[src/rtl/unidad_de_fetch_if.sv]
// Bundle of the fetch unit's instruction-memory bus and its hand-off to ID.
// master: the fetch unit. slave: the memory, hazard unit and ID stage around it.
interface unidad_de_fetch_if #(
  parameter int ANCHO_PC = 10
);
  logic                stall;
  logic                salto;
  logic [ANCHO_PC-1:0] destino_salto;
  logic [31:0]         instruccion;
  logic [ANCHO_PC-1:0] direccion;
  logic [31:0]         instruccion_id;
  logic [ANCHO_PC-1:0] pc_id;
  logic                valido_id;
  logic                detenido;

  modport master (
    input  stall, salto, destino_salto, instruccion,
    output direccion, instruccion_id, pc_id, valido_id, detenido
  );

  modport slave (
    output stall, salto, destino_salto, instruccion,
    input  direccion, instruccion_id, pc_id, valido_id, detenido
  );
endinterface

[src/rtl/unidad_de_fetch.sv]
// Instruction fetch stage driving a synchronous-read instruction memory.
// Handles stall, branch redirect with same-cycle squash, and HLT (all-zero word).
module unidad_de_fetch #(
  parameter int ANCHO_PC   = 10,
  parameter int DIR_INICIO = 0
) (
  input  logic                  clk,
  input  logic                  reset,
  unidad_de_fetch_if.master     bus
);
  localparam logic [ANCHO_PC-1:0] PC_INICIO = ANCHO_PC'(DIR_INICIO);
  localparam logic [31:0]         HLT       = 32'h0000_0000;

  typedef enum logic {RUN, HALT} estado_t;

  estado_t             estado_reg, estado_next;
  logic [ANCHO_PC-1:0] pc_reg, pc_next;
  logic [ANCHO_PC-1:0] pc_mem_reg, pc_mem_next;
  logic                valido_mem_reg, valido_mem_next;

  logic [ANCHO_PC-1:0] direccion;
  logic                valido_id;
  logic                halt_now;

  // pc_mem resets to 0 (not DIR_INICIO) so pc_id reads 1 while in reset.
  always_ff @(posedge clk or negedge reset) begin
    if (!reset) begin
      estado_reg     <= RUN;
      pc_reg         <= PC_INICIO;
      pc_mem_reg     <= '0;
      valido_mem_reg <= 1'b0;
    end else begin
      estado_reg     <= estado_next;
      pc_reg         <= pc_next;
      pc_mem_reg     <= pc_mem_next;
      valido_mem_reg <= valido_mem_next;
    end
  end

  always_comb begin
    direccion       = pc_reg;
    valido_id       = 1'b0;
    halt_now        = 1'b0;
    estado_next     = estado_reg;
    pc_next         = pc_reg;
    pc_mem_next     = pc_mem_reg;
    valido_mem_next = valido_mem_reg;

    if (estado_reg == HALT)     direccion = pc_mem_reg;
    else if (bus.salto)         direccion = bus.destino_salto;
    else if (bus.stall)         direccion = pc_mem_reg;
    else                        direccion = pc_reg;

    valido_id = valido_mem_reg && !bus.salto && (estado_reg == RUN);
    halt_now  = valido_id && !bus.stall && (bus.instruccion == HLT);

    // The halting edge freezes fetch so direccion keeps pointing at the HLT word.
    if (estado_reg == RUN) begin
      if (halt_now) begin
        estado_next = HALT;
      end else if (bus.salto || !bus.stall) begin
        pc_mem_next     = direccion;
        pc_next         = direccion + 1'b1;
        valido_mem_next = 1'b1;
      end
    end
  end

  assign bus.direccion      = direccion;
  assign bus.instruccion_id = bus.instruccion;
  assign bus.pc_id          = pc_mem_reg + 1'b1;
  assign bus.valido_id      = valido_id;
  assign bus.detenido       = (estado_reg == HALT);
endmodule

[src/flat_wrapper.sv]
// flat-port wrapper written by rule: the top's interface ports become plain ports
module unidad_de_fetch_flat 
#(
  parameter int ANCHO_PC   = 10,
  parameter int DIR_INICIO = 0
)
  (clk, reset, bus_stall, bus_salto, bus_destino_salto, bus_instruccion, bus_direccion, bus_instruccion_id, bus_pc_id, bus_valido_id, bus_detenido);
  unidad_de_fetch_if #(.ANCHO_PC(ANCHO_PC)) bus_i ();
  input  logic clk;
  input  logic reset;
  input wire logic [$bits(bus_i.stall)-1:0] bus_stall;
  input wire logic [$bits(bus_i.salto)-1:0] bus_salto;
  input wire logic [$bits(bus_i.destino_salto)-1:0] bus_destino_salto;
  input wire logic [$bits(bus_i.instruccion)-1:0] bus_instruccion;
  output wire logic [$bits(bus_i.direccion)-1:0] bus_direccion;
  output wire logic [$bits(bus_i.instruccion_id)-1:0] bus_instruccion_id;
  output wire logic [$bits(bus_i.pc_id)-1:0] bus_pc_id;
  output wire logic [$bits(bus_i.valido_id)-1:0] bus_valido_id;
  output wire logic [$bits(bus_i.detenido)-1:0] bus_detenido;
  assign bus_i.stall = bus_stall;
  assign bus_i.salto = bus_salto;
  assign bus_i.destino_salto = bus_destino_salto;
  assign bus_i.instruccion = bus_instruccion;
  assign bus_direccion = bus_i.direccion;
  assign bus_instruccion_id = bus_i.instruccion_id;
  assign bus_pc_id = bus_i.pc_id;
  assign bus_valido_id = bus_i.valido_id;
  assign bus_detenido = bus_i.detenido;
  unidad_de_fetch #(.ANCHO_PC(ANCHO_PC), .DIR_INICIO(DIR_INICIO)) u_core (.clk(clk), .reset(reset), .bus(bus_i));
endmodule
[config.mk]
export PLATFORM = sky130hd
export DESIGN_NAME = unidad_de_fetch_flat
export DESIGN_NICKNAME = d
export VERILOG_FILES = /design/src/rtl/unidad_de_fetch_if.sv /design/src/rtl/unidad_de_fetch.sv /design/src/flat_wrapper.sv
export SDC_FILE = /design/constraint.sdc
export NUM_CORES = 1
export LEC_CHECK = 0
export BUFFER_PORTS_ARGS = -buffer_cell sky130_fd_sc_hd__buf_4
export CORE_MARGIN = 2
export CORE_UTILIZATION = 49
export CTS_CLUSTER_DIAMETER = 50
export DETAILED_ROUTE_END_ITERATION = 10
export PLACE_DENSITY = 0.87
export SETUP_SLACK_MARGIN = 0.5
export SYNTH_ARGS = -nofsm -noshare
export SYNTH_HDL_FRONTEND = slang
export SYNTH_SLANG_ARGS = --single-unit
[constraint.sdc]
create_clock -name clk -period 5.4 [get_ports clk]
set_clock_uncertainty 0.2 [all_clocks]
set_input_delay 0.27 -clock clk [delete_from_list [all_inputs] [get_ports clk]]
set_output_delay 0.27 -clock clk [all_outputs]
set_load 0.1 [all_outputs]
==> run summary, run 1 <==
Int Power - 0.345 mW
GRT Overall Usage - 0.230
Sw Share - 0.549
Yosys reg bits - 22
Ys Warns - 0
initial antenna violation count - 0
slowest cell on the critical path - dfrtp_1
DRC - 0
layout cell share with drive strength beyond 1 - 0.419
worst path required time - 5.35 ns
Sum Neg Setup Slack - 0 ns
Combinational Power Share - 0.590
Die H - 65.1 um
crit end category - register
Switch Pwr - 0.420 mW
Post-Syn Nets - 263
cell family with most CP delay - simple AND/OR/NAND/NOR gates
nets - 327
Final Non-Filler Cells - 325
Ant. Diodes - 0
CP cell instances - or2b_1 -> o22ai_1 -> nor4_1 -> and4_1 -> nand3_1 -> a221o_1
crit-path max cell delay - 0.73 ns
Post-Synthesis Cells - 215
final-report max-slew violation count - 0
min Tclk post-route - 2.60 ns
Pwr Density - 322 nW/um2
post-cts sizing count - 0
register area share after synthesis - 0.301
setup repair after global routing missed its margin - false
Worst-path clk slew - 0.08 ns
Max VDD drop - 0.142 mV
clock latency on the worst-skew pair - 0.27 ns
Leakage Power - 1.14 nW
largest fanout on the critical path - 19
clock power share - 0.133
DP HPWL - 3800 um
Worst Tran Pin Value - 0.979 ns
Tcrit/Tclk final - 0.482
Flop pwr share - 0.277
final wirelength - 4810 um
Placer Congestion - 0.803
Hold Path Class - input port to register
routed via count - 1,750
fmax - 385 MHz
Clock Path Buffers - 2
vias in the first global route - 1,627
Synth Flop Type - dfrtp_1
commonest cells after routing, fill and taps aside - buf_4 (100), nand2_1 (26), dfrtp_1 (22), nor2_1 (10), nand3_1 (10)
average vias per placed instance - 5.38
CTS buffer count - 3
port buffer count - 99
largest net degree at the start of global routing - 29
Crit Path Category - register to register
commonest non-fill, non-tap cell in the layout - buf_4
Rel. slew slack - 0.347
# setup viols final - 0
initial core utilization - 0.503
EDFF count, synth - 0
Buffers & Inverters on Critical Path - 0
Die Area - 4240 um2
CP Launch Type - register
number of cells after detailed placement - 321
number of max-cap violations - 0
Post-synth ARST share - 1.00
number of core rows - 22
area grow syn2layout - 29.8%
CTS Sinks - 22
clock root buffer - clkbuf_8
DR WL/cell - 14.8 um
Final Hold Vio Count - 0
Mapped Avg Cell Area - 8.51 um2
die span in x - 65.1 um
first-pass GRT wire length - 7630 um
H-tree levels - 1
Synth cell types - 48
Routed Antenna Nets - 0
core area - 3630 um2
I/O Pins - 100
status - finished clean
mapped cell area - 1830 um2
Iteration-0 DRC Markers - 148
drt pass-1 iters - 5
TritonCTS clock tree - yes
Worst Path Arrival - 2.55 ns
total grt overflow - 0
[power groups by stage]
stage | combinational, mW | clock, mW | sequential (mW)
detailed placement | 0.450 | 0 | 0.214
floorplan | 0.371 | 0 | 0.206
CTS | 0.452 | 0.102 | 0.211
finish | 0.451 | 0.102 | 0.212
global route | 0.469 | 0.107 | 0.215
global placement | 0.446 | 0 | 0.213
[worst paths after layout]
kind,startpoint,to,slack (ns),cells past startpoint
worst max-delay path,u_core.bus.detenido,u_core.pc_reg[9],2.80,6
worst min-delay path,bus_destino_salto[3],u_core.pc_mem_reg[3],0.14,3
worst max register to register,u_core.bus.detenido,u_core.pc_reg[9],2.80,6
worst min register to register,u_core.pc_reg[2],u_core.pc_reg[2],0.30,2
max in group asynchronous,reset,u_core.pc_mem_reg[9],4.55,2
min in group asynchronous,reset,u_core.pc_mem_reg[1],0.22,2
[tightest hold or removal path: stages]
cell and delay (ns):
buf_4 0.09, a221oi_4 0.07, o21ai_0 0.15
[layout make-up]
class | count | area [um2]
Clock buffer | 3 | 41.3
Fill cell | 312 | 1260
Inverter | 9 | 33.8
Multi-Input combinational cell | 142 | 928
Sequential cell | 22 | 551
Tap cell | 48 | 60.1
Timing Repair Buffer | 101 | 761
[synthesized netlist by cell type (all sizes together) (3+ instances only)]
| master | n | area (um2) |
|---|---|---|
| buf | 38 | 302 |
| nand2 | 26 | 97.6 |
| nor4 | 10 | 77.6 |
| nor3 | 6 | 41.3 |
| inv | 9 | 33.8 |
| a22oi | 9 | 67.6 |
| nor2 | 11 | 43.8 |
| nand2b | 3 | 18.8 |
| a21o | 4 | 30.0 |
| xnor2 | 9 | 78.8 |
| a31oi | 4 | 25.0 |
| and2 | 5 | 31.3 |
| clkbuf | 4 | 15.0 |
| nand3 | 10 | 50.1 |
| dfrtp | 22 | 551 |
| o21ai | 10 | 53.8 |
| o22ai | 3 | 18.8 |
| and4 | 3 | 27.5 |
| or3 | 3 | 18.8 |
[cells by family (layout without fill, tap and decap cells)]
kind of cell,Yosys count,in the layout,synth area share
buffers and inverters,51,113,0.192
XOR/XNOR,11,11,0.0527
AO/OA/AOI/OAI,42,42,0.176
flip-flops,22,22,0.301
AND/OR/NAND/NOR,87,87,0.265
adder cells (fa/ha/maj),2,2,0.0137
[layer usage]
metal | vias to the layer above | track usage | routed length, um
met5 | - | 0 | 0
met4 | 0 | 0.0885 | 88
met3 | 9 | 0.0411 | 295
met2 | 73 | 0.381 | 2360
met1 | 813 | 0.299 | 2060
li1 | 855 | - | -
[timing repair]
| action | in CTS | in global routing |
|---|---|---|
| buffers inserted | 0 | 0 |
| hold endpoints to repair | 22 | 0 |
| hold buffers | 1 | 0 |
| setup endpoints to repair | 0 | 0 |
[metrics by stage]
stage	setup slack (ns)	power, mW	utilization	hold WS (ns)	instance area (um2)
after floorplan	0.953	0.577	-	-0.226	1830
after global placement	2.71	0.659	0.639	-0.0290	2320
after detailed placement	2.69	0.664	0.639	-0.0267	2320
after CTS	2.82	0.765	0.654	0.148	2370
after global routing	2.67	0.791	0.654	0.210	2370
final	2.80	0.764	0.654	0.145	2370
Power figures use the tool's default switching activity.
==> inputs of run 2 (changes only) <==
--- a/config.mk
+++ b/config.mk
@@ -7,10 +7,10 @@
 export LEC_CHECK = 0
 export BUFFER_PORTS_ARGS = -buffer_cell sky130_fd_sc_hd__buf_4
 export CORE_MARGIN = 2
-export CORE_UTILIZATION = 49
+export CORE_UTILIZATION = 41
 export CTS_CLUSTER_DIAMETER = 50
 export DETAILED_ROUTE_END_ITERATION = 10
-export PLACE_DENSITY = 0.87
+export PLACE_DENSITY = 0.78
 export SETUP_SLACK_MARGIN = 0.5
 export SYNTH_ARGS = -nofsm -noshare
 export SYNTH_HDL_FRONTEND = slang
==> constraint.sdc (replaced) <==
create_clock -name clk -period 2.1 [get_ports clk]
set_clock_uncertainty 0.2 [all_clocks]
set_input_delay 0.105 -clock clk [delete_from_list [all_inputs] [get_ports clk]]
set_output_delay 0.105 -clock clk [all_outputs]
set_load 0.1 [all_outputs]
==> run 2 against run 1 <==
  * The flow now finishes with violations (setup timing)
  * Count of clock-buffer cells in the layout up 1
  * Setup slack got worse by 3.0 ns
  * Sequential cell count did not move
  * Utilization is 26 points higher
  * First-iteration DRC count grew 62%
  * Critical path depth increased by 3
  * Non-clock buffer count increased by 66
  * Routed wire length rose by 94%
  * Total power grew to 3.6 times the previous value
  * Via count increased by 35%
  * Sequential share of layout area decreased by 8.9 points
  * Largest cell class is now non-clock buffers
  * Highest routed layer unchanged
==> run summary, run 2 (synthesis gave the netlist of run 1 again) <==
Setup WS post-layout - -0.193 ns
Die H - 70.8 um
Crit Path Category - register to register
Worst Reg2Reg Path Length in Cells - 9
DP HPWL - 4520 um
largest fanout on the critical path - 8
Rel. slew slack - 0.680
Worst-path clk slew - 0.09 ns
setup repair after global routing missed its margin - true
DRC - 0
Worst Path Arrival - 2.25 ns
Ant. Diodes - 0
Tcrit/Tclk final - 1.09
Placer Congestion - 0.828
clock latency on the worst-skew pair - 0.27 ns
Worst Tran Pin Value - 0.476 ns
CP Launch Type - register
vias in the first global route - 2,245
number of core rows - 24
# setup viols final - 11
Pwr Density - 701 nW/um2
Sum Neg Setup Slack - -1.15 ns
CP cell instances - buf_6 -> nor2b_4 -> buf_6 -> a22oi_2 -> o21a_1 -> clkinvlp_4 -> and3_4 -> and4_1 -> a221o_1
area grow syn2layout - 115%
post-route design area - 3940 um2
nets - 393
total grt overflow - 0
layout cell share with drive strength beyond 1 - 0.741
Iteration-0 DRC Markers - 240
Leakage Power - 1.76 nW
final wirelength - 9320 um
initial antenna violation count - 0
largest net degree at the start of global routing - 26
crit-path max cell delay - 0.49 ns
commonest non-fill, non-tap cell in the layout - buf_4
violated checks - setup timing
drt pass-1 iters - 5
PnR Total Power - 2.76 mW
DR WL/cell - 23.5 um
Post-DP Area - 3010 um2
final-report max-slew violation count - 0
number of max-cap violations - 0
status - complete, but fails checks
Reg2Reg Setup Slack - -0.19 ns
first-pass GRT wire length - 11,900 um
initial core utilization - 0.423
CTS Sinks - 22
Routed Antenna Nets - 0
Clock Path Buffers - 2
routed via count - 2,370
min Tclk post-route - 2.29 ns
fmax - 436 MHz
slowest cell on the critical path - dfrtp_4
Die Area - 5010 um2
worst path required time - 2.06 ns
clock root buffer - clkbuf_8
average vias per placed instance - 5.98
reg2reg end - u_core.pc_reg[9]
TritonCTS clock tree - yes
I/O Pins - 100
crit end category - register
Final Core Density - 0.911
CP most frequent cell - buf_6
dpl ws - -0.168 ns
Hold Path Class - input port to async pin
die span in x - 70.8 um
port buffer count - 99
GRT Overall Usage - 0.303
CTS buffer count - 3
core area - 4320 um2
H-tree levels - 1
Final Hold Vio Count - 0
reg2reg start - u_core.bus.detenido
Max VDD drop - 0.378 mV
commonest cells after routing, fill and taps aside - buf_4 (113), buf_6 (27), buf_12 (24), nand2_1 (19), dfrtp_1 (16)
==> run 2: worst max-delay path by stage <==
stage | endpoint | slack, ns | startpoint | depth (start not counted)
floorplan | u_core.pc_reg[9] | -0.90 | u_core.bus.detenido | 8
global placement | u_core.pc_reg[6] | -0.12 | u_core.bus.detenido | 7
detailed placement | u_core.pc_reg[6] | -0.17 | u_core.bus.detenido | 7
CTS | bus_direccion[3] | -0.09 | u_core.bus.detenido | 7
global route | u_core.pc_reg[9] | -0.23 | u_core.bus.detenido | 9
finish | u_core.pc_reg[9] | -0.19 | u_core.bus.detenido | 9
==> run 2: critical path, delay by kind of cell (launching register included) <==
family / cells / cell delay [ns]
DFF: 1 / 0.49
AOI/OAI and AO/OA: 3 / 0.63
buffers and inverters: 3 / 0.43
and+or+nand+nor: 3 / 0.44
==> run 2: final cells by class <==
| type | instances | area [um2] |
|---|---|---|
| Multi-Input combinational cell | 142 | 1540 |
| Sequential cell | 22 | 561 |
| Inverter | 9 | 51.3 |
| Clock buffer | 4 | 45.0 |
| Fill cell | 164 | 387 |
| Tap cell | 52 | 65.1 |
| Timing Repair Buffer | 167 | 1670 |
==> run 2: through the flow <==
step	hold WS, ns	std cells
global route	0.107	396
finish	0.0820	396
detailed placement	-0.192	367
floorplan	-0.391	215
CTS	0.0713	387
global placement	-0.189	367
==> run 2: repair_timing <==
item / in CTS / in global routing
pin swaps: 27 / 26
endpoints found under the hold margin: 22 / 0
resized for setup: 123 / 32
endpoints found under the setup margin: 42 / 42
hold buffers: 1 / 0
buffers inserted: 15 / 9
==> run 2: layer usage <==
metal,GRT usage,vias to the layer above,wire length [um]
li1,-,989,-
met1,0.379,1168,3400
met2,0.538,175,4810
met3,0.0413,38,647
met4,0.103,0,461
met5,0,-,0
==> run 2: power by group <==
group	total, mW	leakage [nW]	internal [mW]	switching [mW]
registers	0.567	0.258	0.484	0.0827
clock network	0.289	0.0228	0.136	0.153
logic	1.91	1.48	0.733	1.17
